==> src/rtl/data_memory_pkg.sv <==
// Shared types and defaults for the block-transfer data memory.
package data_memory_pkg;

  typedef enum logic [1:0] {CLEAR, IDLE, ACCESS, DONE} state_e;

  localparam int DEF_DATA_WIDTH     = 8;
  localparam int DEF_ADDR_WIDTH     = 8;
  localparam int DEF_BLOCK_WORDS    = 4;
  localparam int DEF_ACCESS_LATENCY = 5;

  // Block-address width: word address minus the in-block word offset.
  function automatic int block_addr_width(input int addr_width, input int block_words);
    return addr_width - $clog2(block_words);
  endfunction

endpackage

==> src/rtl/dmem_array.sv <==
// Block-organised storage: one row per block, so a whole block is written
// or read per cycle. No reset; contents come from the owner's clear sweep.
module dmem_array
  import data_memory_pkg::*;
#(
  parameter int  DATA_WIDTH  = DEF_DATA_WIDTH,
  parameter int  ADDR_WIDTH  = DEF_ADDR_WIDTH,
  parameter int  BLOCK_WORDS = DEF_BLOCK_WORDS,
  localparam int BA          = block_addr_width(ADDR_WIDTH, BLOCK_WORDS),
  localparam int BW          = DATA_WIDTH * BLOCK_WORDS,
  localparam int NB          = 2 ** BA
) (
  input  logic          clk,
  input  logic          we,
  input  logic [BA-1:0] waddr,
  input  logic [BW-1:0] wdata,
  input  logic          re,
  input  logic [BA-1:0] raddr,
  output logic [BW-1:0] rdata
);

  // Row r holds words r*BLOCK_WORDS .. r*BLOCK_WORDS+BLOCK_WORDS-1, word j in slice j.
  logic [BW-1:0] mem [NB];

  always_ff @(posedge clk) begin
    if (we) mem[waddr] <= wdata;
    if (re) rdata <= mem[raddr];
  end

endmodule

==> src/rtl/block_data_memory.sv <==
// Block-transfer backing store: clear sweep after reset, then one block read
// or write per request with a fixed ACCESS_LATENCY busywait window.
module block_data_memory
  import data_memory_pkg::*;
#(
  parameter int  DATA_WIDTH     = DEF_DATA_WIDTH,
  parameter int  ADDR_WIDTH     = DEF_ADDR_WIDTH,
  parameter int  BLOCK_WORDS    = DEF_BLOCK_WORDS,
  parameter int  ACCESS_LATENCY = DEF_ACCESS_LATENCY,
  localparam int BA             = block_addr_width(ADDR_WIDTH, BLOCK_WORDS),
  localparam int BW             = DATA_WIDTH * BLOCK_WORDS
) (
  input  logic          clock,
  input  logic          reset,
  input  logic          read,
  input  logic          write,
  input  logic [BA-1:0] address,
  input  logic [BW-1:0] writedata,
  output logic [BW-1:0] readdata,
  output logic          busywait,
  output logic          error
);

  localparam int            LW       = $clog2(ACCESS_LATENCY + 1);
  localparam logic [LW-1:0] LAT_LOAD = LW'(ACCESS_LATENCY - 1);

  state_e        state_q, state_d;
  logic [BA-1:0] clr_cnt_q, clr_cnt_d;
  logic [LW-1:0] lat_cnt_q, lat_cnt_d;
  logic [BA-1:0] addr_q, addr_d;
  logic [BW-1:0] wdata_q, wdata_d;
  logic [BW-1:0] rdata_q, rdata_d;
  logic          is_wr_q, is_wr_d;
  logic          error_q, error_d;

  logic          accept, last_access;
  logic          arr_we;
  logic [BA-1:0] arr_waddr;
  logic [BW-1:0] arr_wdata, arr_rdata;

  assign accept      = (state_q == IDLE) && (read ^ write);
  assign last_access = (state_q == ACCESS) && (lat_cnt_q == '0);

  // The clear sweep and the access commit share the array's single write port.
  assign arr_we    = (state_q == CLEAR) || (last_access && is_wr_q);
  assign arr_waddr = (state_q == CLEAR) ? clr_cnt_q : addr_q;
  assign arr_wdata = (state_q == CLEAR) ? '0 : wdata_q;

  // The block is fetched on the accept edge; nothing else writes the array
  // during ACCESS, so the fetched row is still current when it is published.
  dmem_array #(
    .DATA_WIDTH (DATA_WIDTH),
    .ADDR_WIDTH (ADDR_WIDTH),
    .BLOCK_WORDS(BLOCK_WORDS)
  ) u_array (
    .clk  (clock),
    .we   (arr_we),
    .waddr(arr_waddr),
    .wdata(arr_wdata),
    .re   (accept),
    .raddr(address),
    .rdata(arr_rdata)
  );

  always_comb begin
    state_d   = state_q;
    clr_cnt_d = clr_cnt_q;
    lat_cnt_d = lat_cnt_q;
    addr_d    = addr_q;
    wdata_d   = wdata_q;
    is_wr_d   = is_wr_q;
    rdata_d   = rdata_q;
    error_d   = 1'b0;
    busywait  = 1'b1;
    case (state_q)
      CLEAR: begin
        clr_cnt_d = clr_cnt_q + BA'(1);
        if (clr_cnt_q == '1) state_d = IDLE;
      end
      IDLE: begin
        busywait = read ^ write;
        error_d  = read & write;
        if (accept) begin
          addr_d    = address;
          wdata_d   = writedata;
          is_wr_d   = write;
          lat_cnt_d = LAT_LOAD;
          state_d   = ACCESS;
        end
      end
      ACCESS: begin
        if (lat_cnt_q == '0) begin
          state_d = DONE;
          if (!is_wr_q) rdata_d = arr_rdata;
        end else begin
          lat_cnt_d = lat_cnt_q - LW'(1);
        end
      end
      DONE: begin
        busywait = 1'b0;
        state_d  = IDLE;
      end
      default: state_d = CLEAR;
    endcase
  end

  always_ff @(posedge clock or negedge reset) begin
    if (!reset) begin
      state_q   <= CLEAR;
      clr_cnt_q <= '0;
      lat_cnt_q <= '0;
      addr_q    <= '0;
      wdata_q   <= '0;
      rdata_q   <= '0;
      is_wr_q   <= 1'b0;
      error_q   <= 1'b0;
    end else begin
      state_q   <= state_d;
      clr_cnt_q <= clr_cnt_d;
      lat_cnt_q <= lat_cnt_d;
      addr_q    <= addr_d;
      wdata_q   <= wdata_d;
      rdata_q   <= rdata_d;
      is_wr_q   <= is_wr_d;
      error_q   <= error_d;
    end
  end

  assign readdata = rdata_q;
  assign error    = error_q;

endmodule

==> config.mk <==
export PLATFORM = sky130hd
export DESIGN_NAME = block_data_memory
export DESIGN_NICKNAME = d
export VERILOG_FILES = /design/src/rtl/data_memory_pkg.sv /design/src/rtl/dmem_array.sv /design/src/rtl/block_data_memory.sv
export SDC_FILE = /design/constraint.sdc
export NUM_CORES = 2
export LEC_CHECK = 0
export BUFFER_PORTS_ARGS = -buffer_cell sky130_fd_sc_hd__buf_2
export CORE_MARGIN = 1.5
export CORE_UTILIZATION = 45
export CTS_BUF_LIST = sky130_fd_sc_hd__clkbuf_4 sky130_fd_sc_hd__clkbuf_8
export DETAILED_ROUTE_END_ITERATION = 6
export GPL_ROUTABILITY_DRIVEN = 0
export PLACE_DENSITY = 0.59
export SLEW_MARGIN = 20
export SYNTH_ARGS = -nofsm -noshare
export SYNTH_HDL_FRONTEND = slang
export SYNTH_SLANG_ARGS = --single-unit
==> constraint.sdc <==
create_clock -name clock -period 9.1 [get_ports clock]
set_clock_uncertainty 0.2 [all_clocks]
set_input_delay 0.455 -clock clock [delete_from_list [all_inputs] [get_ports clock]]
set_output_delay 0.455 -clock clock [all_outputs]
set_load 0.01 [all_outputs]
# Word-level counts from Yosys, hierarchy flattened

Memories as Yosys holds them, arrays and structs flattened. A register that Yosys moved wholly into a read port is not among the register bits.
Index checks and enable logic that the tools add are counted.

Register bits after elaboration: 83
Memory bits (writable): 2,048
Memories: 1

Equality and inequality tests: 8
Muxes and demuxes: 13
Reductions and logical operators: 11
Bitwise gates (word level): 3
Add/subtract/negate cells: 2

Memory list:

| memory      | depth | width | rd ports | clocked after Yosys merged registers in | write ports | line             | source |
|---|---|---|---|---|---|---|---|
| u_array.mem | 64    | 32    | 1        | 1                                       | 1           | dmem_array.sv:23 | `logic [BW-1:0] mem [NB];` |

Operators by type and width:

| operator                                                               | count |
|---|---|
| 32-bit 2-to-1 mux                                                      | 1 |
| 3-bit AND reduction                                                    | 3 |
| 2-bit case mux with 4 select lines                                     | 1 |
| 6-bit by 1-bit adder with 6-bit output (second input constant)         | 1 |
| 6-bit equality test (second input constant)                            | 1 |
| 2-bit 2-to-1 mux                                                       | 3 |
| 3-bit 2-to-1 mux                                                       | 2 |
| 6-bit 2-to-1 mux                                                       | 1 |
| 3-bit case mux with 2 select lines                                     | 1 |
| 2-bit equality test (second input constant)                            | 2 |
| 2-bit by 1-bit != test with 1-bit output (second input constant)       | 2 |
| 2-bit != test (second input constant)                                  | 2 |
| 1-bit logical AND                                                      | 3 |
| 3-bit logical NOT                                                      | 1 |
| 1-bit 2-to-1 mux                                                       | 3 |
| 3-bit by 1-bit subtractor with 3-bit output (second input constant)    | 1 |
| 2-bit by 1-bit equality test with 1-bit output (second input constant) | 1 |
| 2-bit logical NOT                                                      | 1 |
| 1-bit case mux with 2 select lines                                     | 1 |
| 2-bit AND reduction                                                    | 1 |
| 2-bit nonzero test                                                     | 1 |
| 1-bit bitwise AND                                                      | 1 |
| 1-bit logical OR                                                       | 1 |
| 1-bit inverter                                                         | 1 |
| 1-bit bitwise XOR                                                      | 1 |

# Logic depth before layout (Yosys ltp)

Depth after elaboration: 6
Mapped depth: 9

# Cells and area by module

A second synthesis with hierarchy kept.

Cell total of the unflattened synthesis: 3,585
Area, all modules: 82,623.0 um^2

By module, submodules not included:

| module            | cells an instance | sequential area each (um^2) | area an instance (um^2) | instances |
|---|---|---|---|---|
| dmem_array        | 3,324             | 62,459.9                    | 78,835.6                | 1 |
| block_data_memory | 261               | 2,077.0                     | 3,787.4                 | 1 |

# Least setup slack after synthesis

Ideal clock, no wire load.

Path kind: reg2reg
From: register state_q[0]
To: memory u_array.mem[16][0] (netlist name), enable pin
Slack: 5.422 ns
Stages on the path, launching flop included: 9
Data required time: 8.479 ns
Arrival time: 3.057 ns
Buffers on the path: 2
Cells stage by stage: dfrtp_1 inv_1 ha_1 clkbuf_1 clkbuf_1 nand2_1 o32ai_1 nand2_1 nor2_1

Longest elaborated chain between the ends: 6

Ends and longest elaborated chain:

| what                                   | line                     | source |
|---|---|---|
| start: declaration                     | block_data_memory.sv:27  | `state_e state_q, state_d;` |
| start signal: assignment               | block_data_memory.sv:118 | `state_q <= state_d;` |
| 2-bit equality test                    | block_data_memory.sv:42  | `assign last_access = (state_q == ACCESS) && (lat_cnt_q == '0);` |
| 1-bit logical AND                      | block_data_memory.sv:42  |  |
| 1-bit logical AND                      | block_data_memory.sv:45  | `assign arr_we = (state_q == CLEAR) \|\| (last_access && is_wr_q);` |
| 1-bit logical OR                       | block_data_memory.sv:45  |  |
| 1-bit 2-to-1 mux                       | dmem_array.sv:26         | `if (we) mem[waddr] <= wdata;` |
| 1-bit 2-to-1 mux (implied by the code) | dmem_array.sv:26         |  |
| end: declaration                       | dmem_array.sv:23         |  |

Parallel ways exist; a longest one is shown, timed or not.

# Final worst setup path

From: register state_q[1]
To: memory u_array.mem[19][28] (netlist name), enable pin

Same word-level chain as after synthesis.

==> impl_summary.md <==
Timing
The total of endpoints with negative setup slack in the final report is 0. The smallest setup slack after layout is 5.18 ns. The slew at the pin closest to its max-slew limit is 1.06 ns. The maximum achievable frequency is 255 MHz. The final count of pins violating max slew is 0. The clock period could shrink to 3.92 ns.

Setup repair after global routing left no endpoint under its margin. The final-layout setup total negative slack is 0 ns. The final cycle utilization of the critical path is 43.1%. The worst slew margin relative to its limit is 29.3%.

The count of endpoints failing hold in the final timing report is 0.

Pwr
The analysis attributes to cell leakage a power of 24.9 nW. The total power consumption of the routed design is 0.0194 W. The worst-case IR drop observed on VDD is 158 uV. In this run the power density over the cells is 207 nW/um^2.

Die
From bottom edge to top edge, the die measures 431 um. The overall die width is 431 um. The die outline area is 186,000 um^2.

The effective utilization at floorplan is 45.5%. The area of the core region is 181,000 um^2. The top-level I/O count is 76.

In this run the core area contains 156 standard-cell rows.

Synthesis
Summing every instance area after synthesis gives 82,500 um^2. The synthesized netlist contains 47 unique library cells. The synthesized netlist devotes 2.45% of its cell area to compound gates.

The largest family of logic cells by synthesized area is multiplexers. Synthesis handed over a netlist of 3,703 instances. The number of nets in the synthesized netlist is 3,754. The share of cell area taken by muxes after synthesis is 15.2%. Summing the areas of all fa, ha and maj instances in the mapped netlist gives 0.137% of the synthesized area. The most used flip-flop cell after synthesis is sky130_fd_sc_hd__edfxtp_1. The simple-gate share of the synthesized area is 2.46%.

The register area share after synthesis is 78.2%. The post-synthesis area per instance is 22.3 um^2. The count of yosys warnings during synthesis is 0. Counting flops with a built-in enable in the synthesized netlist gives 2,080.

The xor and xnor area share after synthesis is 0.0531%. After synthesis the netlist holds a flip-flop and latch count of 2,163. The share of synthesized flip-flops with an asynchronous set or reset is 3.84%.

Global route
Across every metal layer, demand over resource in global routing totals 23.1%. The number of global-route vias before repair is 41,300. The first global-routing pass estimated 304 mm of wire. The global routing usage on met3 is 3.97%. Global routing consumed, on the met1 layer, 31.9% of the routing resources.

For this run, global-route usage on met2 was measured as 37.7%. The total overflow left after global routing is 0. Entering global routing, the biggest net connects 115 pins.

The global routing stage identified its most utilized layer as met2. The initial antenna violation count is 7.

Placed design
Prior to clock tree synthesis, the placed netlist has a worst setup slack of 4.88 ns. Input and output buffers added on the ports amount to 75. The half-perimeter wire length after detailed placement is 113 mm.

Final layout
The multi-input combinational cells in the finished layout cover a total of 17,500 um^2. The synthesis-to-layout area growth is 14.0%. Cells fill 51.9% of the core in the end. The final-stage net count is 4,189. Cells with a size suffix above 1 make up 32.9% of the layout. Counting the fill cells in the layout gives 14,100. The area taken by flip-flops and latches is 64,500 um^2.

Clock network
The CTS tree is built. Buffers inserted during clock tree synthesis total 356. The clock root buffer is sky130_fd_sc_hd__clkbuf_8. The H-tree generated during clock tree synthesis spans 5 levels. The clock transition at the registers of the reported paths is 0.06 ns. The clock passes through at most 4 buffers. The clock drives 2,163 sinks. The clock network latency to the later pin of the worst-skew pair is 1.03 ns.

The number of buffers inserted to repair setup after CTS is 0.

Worst setup path
Along the worst path, the maximum fanout reaches 28. The critical path required time is 9.54 ns. STA classifies the critical path startpoint as a flip-flop. The worst setup path is captured at a flip-flop. The worst setup path is of the reg2reg kind. The endpoint arrival time on the critical path is 4.37 ns.

Routing
Summed over all layers, the routed wires come to 213 mm. The count of nets left with antenna violations once routing finished came out at 0. In this run, the number of DRC markers left after iteration 0 of detailed routing was 4,715. The routed layout has 40,400 vias. The number of detailed-route iterations in the first pass is 5.

The average wire length per cell after detail routing is 31.5 um. Dividing the detail-routed via count by the number of cells gives 5.97. For this run, design rule violations remaining after detail routing come to 0.

Run
Max-cap violations in this run came to 0.

Run status
The flow ran to the end, and the final reports show no timing, DRC or antenna violations.

Hold path
The path type of the worst min-delay path is in2reg.
-- area by class of cell --
class                      count  share of cell area (%)
clock inverter               130                   0.818
sequential                  2163                    68.6
multi-input combinational   1322                    18.6
tap                         2370                    3.15
clock buffer                 483                    6.33
inverter                      10                  0.0426
timing repair buffer         285                    2.41
antenna                        7                  0.0186
-- per-stage QoR --
stage / hold WS (ns) / instances / instance area, um^2
global route: 0.135 / 6767 / 94000
detailed placement: 0.266 / 6077 / 86600
finish: 0.123 / 6770 / 94000
CTS: 0.0508 / 6763 / 94000
floorplan: -0.0406 / 3703 / 82500
global placement: 0.258 / 6077 / 86600
-- cells by family after synthesis --
group / count (synthesis)
buffers and inverters: 218
XOR/XNOR: 5
multiplexers: 625
AO/OA/AOI/OAI: 273
adder cells (fa/ha/maj): 9
AND/OR/NAND/NOR: 410
flip-flops: 2163
-- cells in the final DEF, fill, tap and decap left out, types with 7 or more instances in the layout --
master / count
sky130_fd_sc_hd__and3_1: 18
sky130_fd_sc_hd__o221a_1: 9
sky130_fd_sc_hd__mux2_2: 97
sky130_fd_sc_hd__bufinv_16: 8
sky130_fd_sc_hd__a211oi_1: 24
sky130_fd_sc_hd__edfxtp_1: 2080
sky130_fd_sc_hd__ha_1: 8
sky130_fd_sc_hd__nand2_1: 94
sky130_fd_sc_hd__o21ai_0: 20
sky130_fd_sc_hd__diode_2: 7
sky130_fd_sc_hd__mux2i_1: 37
sky130_fd_sc_hd__a211o_1: 9
sky130_fd_sc_hd__clkinv_1: 79
sky130_fd_sc_hd__o221ai_1: 47
sky130_fd_sc_hd__buf_2: 70
sky130_fd_sc_hd__a21oi_1: 7
sky130_fd_sc_hd__clkbuf_4: 111
sky130_fd_sc_hd__dlygate4sd3_1: 72
sky130_fd_sc_hd__inv_1: 9
sky130_fd_sc_hd__nand2b_1: 13
sky130_fd_sc_hd__buf_4: 133
sky130_fd_sc_hd__o22ai_1: 74
sky130_fd_sc_hd__clkbuf_8: 372
sky130_fd_sc_hd__nand4_1: 42
sky130_fd_sc_hd__dfrtp_1: 83
sky130_fd_sc_hd__mux4_2: 491
sky130_fd_sc_hd__nor2_4: 66
sky130_fd_sc_hd__a22oi_1: 58
sky130_fd_sc_hd__nor2_1: 17
sky130_fd_sc_hd__nor2b_4: 35
sky130_fd_sc_hd__o32ai_1: 8
sky130_fd_sc_hd__nor2b_1: 20
sky130_fd_sc_hd__nand3_1: 85
sky130_fd_sc_hd__clkinv_2: 37
-- Yosys cell counts, types with 27 or more instances --
| cell type | instances | area, um^2 |
|---|---|---|
| sky130_fd_sc_hd__dfrtp_1 | 83 | 2080 |
| sky130_fd_sc_hd__nand2_1 | 94 | 353 |
| sky130_fd_sc_hd__buf_6 | 28 | 315 |
| sky130_fd_sc_hd__a22oi_1 | 58 | 435 |
| sky130_fd_sc_hd__mux4_2 | 491 | 11100 |
| sky130_fd_sc_hd__o221ai_1 | 47 | 412 |
| sky130_fd_sc_hd__buf_4 | 27 | 203 |
| sky130_fd_sc_hd__buf_2 | 62 | 310 |
| sky130_fd_sc_hd__clkbuf_1 | 78 | 293 |
| sky130_fd_sc_hd__nor2b_1 | 55 | 344 |
| sky130_fd_sc_hd__nor2_1 | 83 | 312 |
| sky130_fd_sc_hd__edfxtp_1 | 2080 | 62500 |
| sky130_fd_sc_hd__mux2i_1 | 37 | 370 |
| sky130_fd_sc_hd__mux2_2 | 97 | 1090 |
| sky130_fd_sc_hd__nand4_1 | 42 | 263 |
| sky130_fd_sc_hd__o22ai_1 | 74 | 463 |
| sky130_fd_sc_hd__nand3_1 | 85 | 425 |
-- critical path, cell delays in order, from the launching register on --
cell and delay (ns):
sky130_fd_sc_hd__dfrtp_1 0.41, sky130_fd_sc_hd__inv_1 0.15, sky130_fd_sc_hd__ha_4 0.38, sky130_fd_sc_hd__mux2i_1 0.59, sky130_fd_sc_hd__nand2_1 0.59, sky130_fd_sc_hd__nor2_4 0.69, sky130_fd_sc_hd__buf_4 0.53
-- metal layers --
metal,vias up,share of wire (%)
met1,21900,41
met5,-,0.0042
li1,16600,-
met3,316,6.6
met2,1584,49
met4,2,2.7
-- repair_timing --
action,4_1_cts,5_1_grt
endpoints found under the hold margin,90,0
hold buffers,73,0
gates resized for setup,0,0
-- sequential cells by signal, summed over array words and instances, names as in the netlist --
register	cells
addr_q	6
wdata_q	32
clr_cnt_q	6
u_array.rdata	32
lat_cnt_q	3
u_array.mem	2048
is_wr_q	1
error	1
state_q	2
readdata	32
-- report_power, final --
group | internal (W) | leakage [nW] | switching [W]
clock | 0.00444 | 3.58 | 0.00373
sequential | 0.0108 | 15.7 | 0
combinational | 0.000180 | 5.65 | 0.000322
-- worst paths after layout --
kind,to,startpoint,depth (start not counted),slack [ns]
hold / removal,addr_q[2]$_DFFE_PN0P_,address[2],4,0.12
setup / recovery,u_array.mem[19][28]$_DFFE_PP_,state_q[1]$_DFFE_PN0P_,6,5.18
hold reg to reg,readdata[22]$_DFFE_PN0P_,u_array.rdata[22]$_DFFE_PP_,1,0.27
setup reg to reg,u_array.mem[19][28]$_DFFE_PP_,state_q[1]$_DFFE_PN0P_,6,5.18
min in group asynchronous,wdata_q[11]$_DFFE_PN0P_,reset,4,0.45
max in group asynchronous,readdata[1]$_DFFE_PN0P_,reset,4,7.58
(Power assumes the default switching activity.)
